### src/rtl/rv32i_types.sv
// rv32i_types: shared responder state encoding and byte-merge helper.
package rv32i_types;
  typedef enum logic [1:0] {IDLE, READ, WRITE, DONE} dmem_state_t;
  localparam logic [31:0] TIMEOUT_RDATA = 32'hDEADBEEF;
  function automatic logic [31:0] merge_bytes(input logic [31:0] old_word, input logic [31:0] new_word, input logic [3:0] be);
    logic [31:0] w;
    for (int i = 0; i < 4; i++) w[8*i+:8] = be[i] ? new_word[8*i+:8] : old_word[8*i+:8];
    return w;
  endfunction
endpackage

### src/rtl/dmem_word_buffer.sv
// dmem_word_buffer: one-entry read buffer with full-word load and byte-merge on write.
module dmem_word_buffer
  import rv32i_types::*;
(
  input  logic        clk,
  input  logic        rst,
  input  logic [29:0] lookup_tag,
  output logic        hit,
  output logic [31:0] data,
  input  logic        load,
  input  logic        merge,
  input  logic [29:0] wr_tag,
  input  logic [31:0] wr_data,
  input  logic [3:0]  wr_be
);
  logic        valid;
  logic [29:0] tag;
  assign hit = valid && tag == lookup_tag;
  always_ff @(posedge clk) begin
    if (rst) begin
      valid <= 1'b0;
      tag   <= '0;
      data  <= '0;
    end else if (load) begin
      valid <= 1'b1;
      tag   <= wr_tag;
      data  <= wr_data;
    end else if (merge && valid && tag == wr_tag) begin
      data <= merge_bytes(data, wr_data, wr_be);
    end
  end
endmodule

### src/rtl/dmem_responder.sv
// dmem_responder: data-memory responder with one-word read buffer and pmem timeout.
module dmem_responder
  import rv32i_types::*;
#(
  parameter int PMEM_TIMEOUT = 255
) (
  input  logic        clk,
  input  logic        rst,
  input  logic        mem_read,
  input  logic        mem_write,
  input  logic [3:0]  mem_byte_enable,
  input  logic [31:0] mem_address,
  input  logic [31:0] mem_wdata,
  output logic        mem_resp,
  output logic [31:0] mem_rdata,
  output logic        pmem_read,
  output logic        pmem_write,
  output logic [31:0] pmem_address,
  output logic [31:0] pmem_wdata,
  output logic [3:0]  pmem_byte_enable,
  input  logic        pmem_resp,
  input  logic [31:0] pmem_rdata
);
  localparam int CW = PMEM_TIMEOUT > 1 ? $clog2(PMEM_TIMEOUT) : 1;
  dmem_state_t state, state_d;
  logic [29:0]   tag_q;
  logic [31:0]   wdata_q, rdata_q, rdata_d, buf_data;
  logic [3:0]    be_q;
  logic [CW-1:0] cnt;
  logic          hit, rdata_en, load, merge, busy, timeout, addr_unused;
  assign addr_unused = ^mem_address[1:0];
  assign busy = state == READ || state == WRITE;
  assign timeout = cnt == CW'(PMEM_TIMEOUT - 1);
  dmem_word_buffer u_buf (
    .clk        (clk),
    .rst        (rst),
    .lookup_tag (mem_address[31:2]),
    .hit        (hit),
    .data       (buf_data),
    .load       (load),
    .merge      (merge),
    .wr_tag     (tag_q),
    .wr_data    (load ? pmem_rdata : wdata_q),
    .wr_be      (be_q)
  );
  always_comb begin
    state_d  = state;
    rdata_en = 1'b0;
    rdata_d  = '0;
    load     = 1'b0;
    merge    = 1'b0;
    case (state)
      IDLE: if (mem_write) begin
        state_d  = |mem_byte_enable ? WRITE : DONE;
        rdata_en = ~|mem_byte_enable;
      end else if (mem_read) begin
        state_d  = hit ? DONE : READ;
        rdata_en = hit;
        rdata_d  = buf_data;
      end
      READ, WRITE: if (pmem_resp || timeout) begin
        state_d  = DONE;
        rdata_en = 1'b1;
        rdata_d  = pmem_resp ? (state == READ ? pmem_rdata : '0) : TIMEOUT_RDATA;
        load     = pmem_resp && state == READ;
        merge    = pmem_resp && state == WRITE;
      end
      DONE: state_d = IDLE;
    endcase
  end
  always_ff @(posedge clk) begin
    if (rst) begin
      state   <= IDLE;
      cnt     <= '0;
      tag_q   <= '0;
      wdata_q <= '0;
      be_q    <= '0;
      rdata_q <= '0;
    end else begin
      state <= state_d;
      cnt   <= busy && state_d == state ? cnt + CW'(1) : '0;
      if (state == IDLE && state_d != IDLE) begin
        tag_q   <= mem_address[31:2];
        wdata_q <= mem_wdata;
        be_q    <= mem_byte_enable;
      end
      if (rdata_en) rdata_q <= rdata_d;
    end
  end
  // Outputs are gated by rst so nothing leaks out during the reset cycle itself.
  assign mem_resp         = !rst && state == DONE;
  assign mem_rdata        = rst ? '0 : rdata_q;
  assign pmem_read        = !rst && state == READ;
  assign pmem_write       = !rst && state == WRITE;
  assign pmem_address     = !rst && busy ? {tag_q, 2'b00} : '0;
  assign pmem_wdata       = pmem_write ? wdata_q : '0;
  assign pmem_byte_enable = pmem_write ? be_q : '0;
endmodule

### config.mk
export PLATFORM = sky130hd
export DESIGN_NAME = dmem_responder
export DESIGN_NICKNAME = d
export VERILOG_FILES = /design/src/rtl/rv32i_types.sv /design/src/rtl/dmem_word_buffer.sv /design/src/rtl/dmem_responder.sv
export SDC_FILE = /design/constraint.sdc
export NUM_CORES = 1
export LEC_CHECK = 0
export CORE_MARGIN = 1
export CORE_UTILIZATION = 45
export DETAILED_ROUTE_END_ITERATION = 12
export GPL_TIMING_DRIVEN = 0
export HOLD_SLACK_MARGIN = 0.08
export PLACE_DENSITY = 0.76
export SLEW_MARGIN = 20
export SYNTH_ARGS = -nofsm -noshare
export SYNTH_HDL_FRONTEND = slang
export SYNTH_SLANG_ARGS = --single-unit
### constraint.sdc
create_clock -name clk -period 2.3 [get_ports clk]
set_input_delay 0.23 -clock clk [delete_from_list [all_inputs] [get_ports clk]]
set_output_delay 0.23 -clock clk [all_outputs]
set_load 0.005 [all_outputs]
==> impl_metrics.csv, run 1 <==
group,metric,value,unit
clock_tree,cts-root-buf,"clkbuf_16",
sta,fmax,423,MHz
hold_path,hold_path.class,"primary input to flop",
layout,final_cell_area,12300,sq um
clock_tree,clock_latency,0.44,ns
logic_synthesis,ys.flop_type,"dfxtp_1",
clock_tree,h-tree-depth,4,
sta,min_period_over_period,103,%
place,port_buffers,202,
sta,drv_slew,0,
power,p_per_area,842,nW/um^2
logic_synthesis,async_flop_share,0,%
critical_path,reg2reg_depth,9,
routing,wl_per_cell,19.0,um
routing,postRouteAntennaNets,0,
routing,firstDrtPassIters,6,
logic_synthesis,synth_cell_types,48,
logic_synthesis,ys_ff_latch,171,
logic_synthesis,yosys_warnings,0,
global_routing,groute.layer.met2.usage,51.1,%
place,place_area,11000,sq um
floorplanning,die_w,141,um
routing,drtIter0Drc,943,
logic_synthesis,yosysSeqAreaShare,39.5,%
sta,rsz0062_at_grt,"yes",
place,dp_hpwl,22.1,mm
run_status,outcome,"complete, but fails checks",
sta,layout_min_cycle_time,2.36,ns
logic_synthesis,syn_area_per_cell,7.76,sq um
layout,fin_nets,1486,
power,power,10.4,mW
run_status,violations,"negative setup slack",
logic_synthesis,synth_area,8670,sq um
critical_path,worstSetupEndpointType,"primary output",
critical_path,path_max_fanout,3,
global_routing,grt_pass1_vias,8683,
power,p_leak,5.01,nW
floorplanning,die_area,19800,sq um
logic_synthesis,yosysTopAreaCell,"dfxtp_1",
critical_path,setup.worst_path.start_class,"flop",
global_routing,grt_max_degree,20,
flow_run,drv_cap,0,
sta,finalHoldViolations,0,
logic_synthesis,ys_top_cells_by_area,"dfxtp_1 (39%), nand2_1 (10%), a21oi_1 (9.1%), xor2_1 (6.6%), and2_1 (4.9%)",
critical_path,critical_path_arrival,2.13,ns
floorplanning,start_util,46.2,%
clock_tree,postCtsHoldBufs,0,
sta,maxSlewHeadroom,58.9,%
sta,worst_slew_pin_slew,0.616,ns
global_routing,grt_usage,30.6,%
sta,finalSetupViolations,12,
logic_synthesis,synthCells,1117,
global_routing,grt_util_met1,36.9,%
layout,area_growth,42.2,%
routing,drc,0,
place,gp_congestion,0.927,
sta,whs,0.340,ns
global_routing,antenna_found_initial,0,
logic_synthesis,yosysTopAreaCellShare,39.5,%
logic_synthesis,synth-edff-count,0,
layout,fill_cells,1564,
clock_tree,cts_tree,"done",
sta,layout_setup_ws,-0.0630,ns
sta,skew,0.00873,ns
global_routing,overflow,0,
routing,via_per_inst,5.77,
layout,drive_gt1_share,15.3,%
global_routing,grt_pass1_wl,46.6,mm
floorplanning,io_pins,208,
routing,routed_wl,30.8,mm
critical_path,required,2.07,ns
floorplanning,core,18800,sq um
floorplanning,die-height,141,um
global_routing,grt_busiest_layer,"met2",
routing,num_vias,9359,
place,dp_worst_setup_slack,-0.785,ns
layout,antenna_cells,0,
hold_path,min_path_cells,3,
power,ir_worst_vdd,0.558,mV
clock_tree,cts_buffers,17,
global_routing,met3_usage,6.22,%
clock_tree,clock-sinks,171,
clock_tree,cts.clk_slew.worst_paths,0.06,ns
floorplanning,rows,50,
clock_tree,cts.path.max_buffers,2,
critical_path,worst-setup-path-type,"flop to primary output",
sta,tns,-0.293,ns
[cell families after synthesis]
family / count (synthesis) / share of synthesized area (%)
AND/OR/NAND/NOR: 509 / 28.6
AO/OA/AOI/OAI: 241 / 17.4
flip-flops: 171 / 39.5
buffers and inverters: 107 / 5.10
XOR/XNOR: 67 / 6.77
multiplexers: 15 / 1.82
adder cells (fa/ha/maj): 6 / 0.866
other: 1 / 0.0433
[sequential cells by signal (all words and copies together), names as in the netlist]
name	count
u_buf.valid	1
wdata_q	32
cnt	8
be_q	4
rdata_q	32
tag_q	30
u_buf.data	32
state	2
u_buf.tag	30
[per-layer routing]
layer / up-vias / wire length (um)
li1: 4337 / -
met1: 4322 / 11900
met2: 576 / 14200
met3: 124 / 2860
met4: 0 / 1760
met5: - / 0
[through the flow]
stage / utilization, % / instances
floorplan: - / 1118
global placement: 58.6 / 1554
detailed placement: 58.6 / 1554
CTS: 65.0 / 1619
global route: 65.7 / 1622
finish: 65.7 / 1622
[cell usage in the layout, fill, tap and decap left out, types with 4 or more instances in the layout]
master / Yosys / layout
and2_4: 4 / 11
a31oi_1: 15 / 15
a21oi_1: 158 / 156
nor2b_1: 36 / 34
o211ai_1: 4 / 4
nor2_1: 26 / 26
nor4_1: 21 / 18
clkbuf_1: 68 / 39
o21ai_0: 11 / 10
o31ai_2: 9 / 9
inv_1: 10 / 8
mux2_2: 5 / 5
clkdlybuf4s15_1: 0 / 12
nand3_2: 0 / 15
a31o_1: 8 / 8
nand2_1: 239 / 239
mux2i_1: 9 / 9
nor3_1: 6 / 4
buf_2: 8 / 9
nand4_1: 14 / 14
buf_8: 0 / 5
clkbuf_2: 0 / 31
buf_6: 2 / 25
or3_1: 26 / 23
a221oi_1: 15 / 13
dfxtp_1: 171 / 169
clkbuf_8: 0 / 5
bufinv_16: 0 / 7
clkdlybuf4s50_1: 0 / 135
o211a_1: 11 / 11
nor4_2: 1 / 4
buf_1: 14 / 6
and2_1: 68 / 60
and3_1: 4 / 4
xor2_1: 65 / 65
dlygate4sd2_1: 0 / 32
nand3_1: 58 / 42
buf_4: 4 / 34
clkbuf_16: 0 / 17
[worst paths after layout]
path,startpoint,end,slack (ns)
max,state[0],mem_resp,-0.06
min,mem_wdata[12],wdata_q[12],0.34
max reg2reg,state[1],u_buf.data[8],-0.04
min reg2reg,wdata_q[5],wdata_q[5],0.48
[critical path, stage by stage (launching register included)]
cell and delay [ns]:
dfxtp_4 0.36, buf_4 0.13, buf_4 0.13, ha_1 0.24
nor2b_1 0.28, clkdlybuf4s50_1 0.56
[cell usage after synthesis, types with 10 or more instances]
library cell,n
a21oi_1,158
a221oi_1,15
a31oi_1,15
and2_1,68
buf_1,14
clkbuf_1,68
dfxtp_1,171
inv_1,10
nand2_1,239
nand3_1,58
nand4_1,14
nor2_1,26
nor2b_1,36
nor4_1,21
o211a_1,11
o21ai_0,11
or3_1,26
xor2_1,65
[what timing repair did]
item	4_1_cts	5_1_grt
buffers inserted	36	9
endpoints found under the setup margin	233	140
cloned	3	0
pin swaps	48	30
gates resized for setup	186	104
hold endpoints to repair	0	0
[area by class of cell]
| type | instances | area, sq um | area share [%] |
|---|---|---|---|
| Multi-Input combinational cell | 840 | 5040 | 40.9 |
| Sequential cell | 171 | 3430 | 27.8 |
| Timing Repair Buffer | 249 | 2340 | 19.0 |
| Buffer | 85 | 497 | 4.03 |
| Clock buffer | 21 | 440 | 3.57 |
| Tap cell | 234 | 293 | 2.37 |
| Clock inverter | 11 | 240 | 1.95 |
| Inverter | 11 | 46.3 | 0.375 |
[power by group]
part | internal (mW) | leakage, nW | switching [mW] | total, mW
Clock | 2.15 | 0.326 | 1.21 | 3.36
Sequential | 3.35 | 1.40 | 0.344 | 3.70
Combinational | 1.49 | 3.29 | 1.84 | 3.33
(Power assumes the default switching activity.)
==> run 2, diff against run 1 <==
--- a/config.mk
+++ b/config.mk
@@ -11,7 +11,6 @@
 export GPL_TIMING_DRIVEN = 0
 export HOLD_SLACK_MARGIN = 0.08
 export PLACE_DENSITY = 0.76
-export SLEW_MARGIN = 20
 export SYNTH_ARGS = -nofsm -noshare
 export SYNTH_HDL_FRONTEND = slang
 export SYNTH_SLANG_ARGS = --single-unit
==> results of run 2 <==
The final DEF is identical to that of run 1; final timing and power are the same.
